`src/rtl/wtm8_iter_ctrl.sv`:
```
// Unsigned 8x8 multiplier sequencer: reuses one external 4x4 multiplier over four
// steps, shift-accumulating nibble partial products into a registered 16-bit product.
module wtm8_iter_ctrl (
  input  logic        clk,
  input  logic        rst_n,
  input  logic        in_valid,
  output logic        in_ready,
  input  logic [7:0]  a,
  input  logic [7:0]  b,
  output logic        out_valid,
  input  logic        out_ready,
  output logic [15:0] P,
  output logic [3:0]  mul_a,
  output logic [3:0]  mul_b,
  input  logic [7:0]  mul_p,
  output logic [7:0]  op_cnt
);

  typedef enum logic [1:0] {
    IDLE = 2'd0,
    MUL  = 2'd1,
    DONE = 2'd2
  } state_t;

  state_t      state, state_nxt;
  logic [1:0]  k, k_nxt;
  logic [15:0] acc, acc_nxt;
  logic [7:0]  ra, ra_nxt;
  logic [7:0]  rb, rb_nxt;
  logic [15:0] p_nxt;
  logic [7:0]  op_cnt_nxt;
  logic [15:0] term;
  logic [15:0] sum;

  always_ff @(posedge clk or negedge rst_n) begin
    if (!rst_n) begin
      state  <= IDLE;
      k      <= 2'd0;
      acc    <= 16'h0000;
      ra     <= 8'h00;
      rb     <= 8'h00;
      P      <= 16'h0000;
      op_cnt <= 8'h00;
    end else begin
      state  <= state_nxt;
      k      <= k_nxt;
      acc    <= acc_nxt;
      ra     <= ra_nxt;
      rb     <= rb_nxt;
      P      <= p_nxt;
      op_cnt <= op_cnt_nxt;
    end
  end

  // Weight of the current partial product: low*low, two cross terms, high*high.
  always_comb begin
    term = 16'h0000;
    case (k)
      2'd0:    term = {8'h00, mul_p};
      2'd1,
      2'd2:    term = {4'h0, mul_p, 4'h0};
      default: term = {mul_p, 8'h00};
    endcase
  end

  assign sum = acc + term;

  always_comb begin
    state_nxt  = state;
    k_nxt      = k;
    acc_nxt    = acc;
    ra_nxt     = ra;
    rb_nxt     = rb;
    p_nxt      = P;
    op_cnt_nxt = op_cnt;
    case (state)
      IDLE: begin
        if (in_valid) begin
          ra_nxt  = a;
          rb_nxt  = b;
          acc_nxt = 16'h0000;
          k_nxt   = 2'd0;
          if ((a == 8'h00) || (b == 8'h00)) begin
            state_nxt = DONE;
            p_nxt     = 16'h0000;
          end else begin
            state_nxt = MUL;
          end
        end
      end
      MUL: begin
        acc_nxt = sum;
        k_nxt   = k + 2'd1;
        if (k == 2'd3) begin
          p_nxt     = sum;
          state_nxt = DONE;
        end
      end
      DONE: begin
        if (out_ready) begin
          state_nxt  = IDLE;
          op_cnt_nxt = op_cnt + 8'd1;
        end
      end
      default: state_nxt = IDLE;
    endcase
  end

  // Multiplier operands come only from registered state to keep input paths short.
  always_comb begin
    in_ready  = (state == IDLE);
    out_valid = (state == DONE);
    mul_a     = 4'h0;
    mul_b     = 4'h0;
    if (state == MUL) begin
      mul_a = k[0] ? ra[7:4] : ra[3:0];
      mul_b = k[1] ? rb[7:4] : rb[3:0];
    end
  end

endmodule
```
`config.mk`:
```
export PLATFORM = sky130hd
export DESIGN_NAME = wtm8_iter_ctrl
export DESIGN_NICKNAME = d
export VERILOG_FILES = /design/src/rtl/wtm8_iter_ctrl.sv
export SDC_FILE = /design/constraint.sdc
export NUM_CORES = 1
export LEC_CHECK = 0
export ABC_AREA = 0
export CORE_MARGIN = 8
export CORE_UTILIZATION = 50
export CTS_CLUSTER_DIAMETER = 30
export CTS_CLUSTER_SIZE = 40
export DETAILED_ROUTE_END_ITERATION = 8
export HOLD_SLACK_MARGIN = 0.1
export PLACE_DENSITY_LB_ADDON = 0.15
export SYNTH_ARGS = -nofsm -noshare
export SYNTH_HDL_FRONTEND = slang
export SYNTH_SLANG_ARGS = --single-unit
export TNS_END_PERCENT = 5
```
`constraint.sdc`:
```
create_clock -name clk -period 3.83 [get_ports clk]
set_input_delay 0.766 -clock clk [delete_from_list [all_inputs] [get_ports clk]]
set_output_delay 0.766 -clock clk [all_outputs]
set_load 0.01 [all_outputs]
```
==> flow_summary.ini <==
[route]
wl_met3_um = 406
dr_wl_met2_um = 3792
wl_per_cell_um = 16.29
route.detailed.drc = 0
ant_nets = 0
via_count = 2759
drtIter0Drc = 98
drt_pre_antenna_iters = 4
top_layer_used = met4
finalWirelength_um = 8131
via_per_inst = 5.529
wl_met1_um = 3732

[logic_synthesis]
yosysSeqAreaShare = 0.4454
synth-edff-count = 0
yosys_warnings = 0
ys.flop_type = dfrtp_1
netlist_area_um2 = 3371
synth_fp_nets = 400
netlist_instances = 353
ys_types = 42
yosys_register_bits = 60
postSynthAreaPerCell_um2 = 9.549
async_flop_share = 1.000

[final_layout]
diodes = 0
layout_commonest_cell = nand2_1
final_cell_area_um2 = 4245
multiInputGateArea_um2 = 1769
fillers = 574
fin_cells = 499
area_growth_pct = 25.95
seq_area_um2 = 1501
final_cell_mix = 65 x nand2_1, 60 x dfrtp_1, 60 x clkdlybuf4s50_1
finalNetCount = 461
drive_gt1_frac = 0.09785

[sta]
hold_viol_final = 0
clock.fmax_ghz = 0.3103
fin_crit_sh = 0.8414
worst_pin_slew_ns = 0.8848
maxSlewHeadroom = 0.4101
rsz0062_at_grt = false
fin_skew_ns = 0.01182
drv_slew = 0
setup_violations = 0
fin_tns_setup_ns = 0
period_needed_ns = 3.223

[floorplanning]
die_w_um = 98.11
ios = 62
die_h_um = 98.11
dieArea_um2 = 9625
row_count = 30
coreArea_um2 = 6644
initial_utilization = 0.5073

[grt]
grt_overflow_total = 0
grt_max_degree = 25
grt_pass1_vias = 2966
antenna_found_initial = 0
track_usage = 0.1821
grt_pass1_wl_um = 14310

[setup_path]
worst_path_largest_cell_delay_ns = 0.54
worstPathRequired_ns = 4.03
cp_top_family = compound AO/OA/AOI/OAI gates
cp_max_fo = 9
cp-end-kind = flop
cp.arrival_ns = 3.42
worstSetupPathType = flop to flop
worstPathCellList = inv_1 -> ha_1 -> a22oi_1 -> nor2_1 -> ha_1 -> a211oi_1 -> nor2_1 -> a311oi_2 -> o31a_1 -> mux2i_1 -> o21ai_1
startpoint_type = flop
cp_num_buf_inv = 1
critPathSlowestCell = dfrtp_1

[pwr]
power_leakage_uw = 0.001940
power_density_nw_per_um2 = 830.1
ir_drop_mv = 0.4168

[clock_tree]
cts-root-buf = clkbuf_8
cts_hold_buf = 0
clkLatencyLatePin_ns = 0.33
cts_tree = done
postCtsSetupBuffers = 0
clockBufferDepth = 2
clkSinkCount = 60
cts.repair.resized = 0
cts.htree.levels = 3
cts_inserted_buffers = 9
cts.clk_slew.worst_paths_ns = 0.07

[status]
status = finished, final reports clean

[job]
cap_violations = 0

[placement]
numPortBuffers = 61
place.gp.congestion = 0.9684
placed_cells = 483
hpwl_um = 6060
dpl-instance-area_um2 = 4051

[worst_hold_path]
min_path_type = primary input to asynchronous set/reset pin
==> cell families after synthesis <==
family / after synthesis / synth area share
AO/OA/AOI/OAI: 73 / 0.1429
XOR/XNOR: 18 / 0.04677
adder cells (fa/ha/maj): 19 / 0.07276
buffers and inverters: 25 / 0.02969
flip-flops: 60 / 0.4454
multiplexers: 28 / 0.08946
AND/OR/NAND/NOR: 130 / 0.1730
==> flip-flops by register name, summed over array words and instances (netlist names) <==
register and cells:
ra 8, state 2, k 2, op_cnt 8, acc 16, P 16, rb 8
==> report_power, final <==
part	internal, µW	total (µW)	leakage [µW]	switching (µW)
sequential	892	1070	0.000771	180
combinational	868	1880	0.00107	1010
clock	318	570	0.000100	252
total	2080	3520	0.00194	1450
==> per-layer routing <==
metal / GRT usage / up-vias
li1: - / 1358
met1: 0.2239 / 1328
met2: 0.2908 / 57
met3: 0.04836 / 16
met4: 0.08513 / 0
met5: 0 / -
==> area by class of cell <==
class | instances | share of cell area
clock buffers | 12 | 0.03419
clock inverters | 4 | 0.01149
inverters | 8 | 0.007073
multi-input cells | 268 | 0.4167
flip-flops and latches | 60 | 0.3537
well taps | 80 | 0.02358
repair buffers | 67 | 0.1533
==> path summary, 6_finish.rpt <==
check | start | endpoint | slack (ns) | cells after the start
setup / recovery | k[0]$_DFFE_PN0P_ | P[11]$_DFFE_PN0P_ | 0.61 | 11
hold / removal | rst_n | P[2]$_DFFE_PN0P_ | 0.37 | 1
setup reg to reg | k[0]$_DFFE_PN0P_ | P[11]$_DFFE_PN0P_ | 0.61 | 11
hold reg to reg | P[3]$_DFFE_PN0P_ | P[3]$_DFFE_PN0P_ | 0.48 | 2
max in group asynchronous | rst_n | op_cnt[5]$_DFFE_PN0P_ | 2.77 | 2
min in group clk | P[3]$_DFFE_PN0P_ | P[3]$_DFFE_PN0P_ | 0.48 | 2
==> synthesized netlist by cell type, types with 3 or more instances <==
cell type  number  area (µm²)
nand2_1        65       244.0
dfrtp_1        60        1501
nor2_1         25       93.84
o21ai_0        22       110.1
ha_1           18       225.2
mux2_2         17       191.4
a21oi_1        15       75.07
xnor2_1        12       105.1
a22o_1         11       96.34
clkbuf_1       11       41.29
mux2i_1        11       110.1
and2_1          9       56.30
inv_1           8       30.03
nand4_1         6       37.54
xor2_1          6       52.55
and3_1          5       31.28
buf_2           5       25.02
a22oi_1         4       30.03
nand3_1         4       20.02
nor4_1          4       25.02
o21ai_1         4       20.02
nand2b_1        3       18.77
nor2b_1         3       18.77
nor3_1          3       15.01
==> per-stage QoR <==
stage	power, µW	util	hold WS (ns)	setup slack (ns)
after floorplan	2292	-	0.4524	0.8542
after global placement	2918	0.6098	0.4612	0.5295
after detailed placement	2956	0.6098	0.4664	0.4793
after CTS	3547	0.6390	0.3790	0.5948
after global routing	3822	0.6390	0.3920	0.2364
final	3524	0.6390	0.3715	0.6073
(Power assumes the default switching activity.)
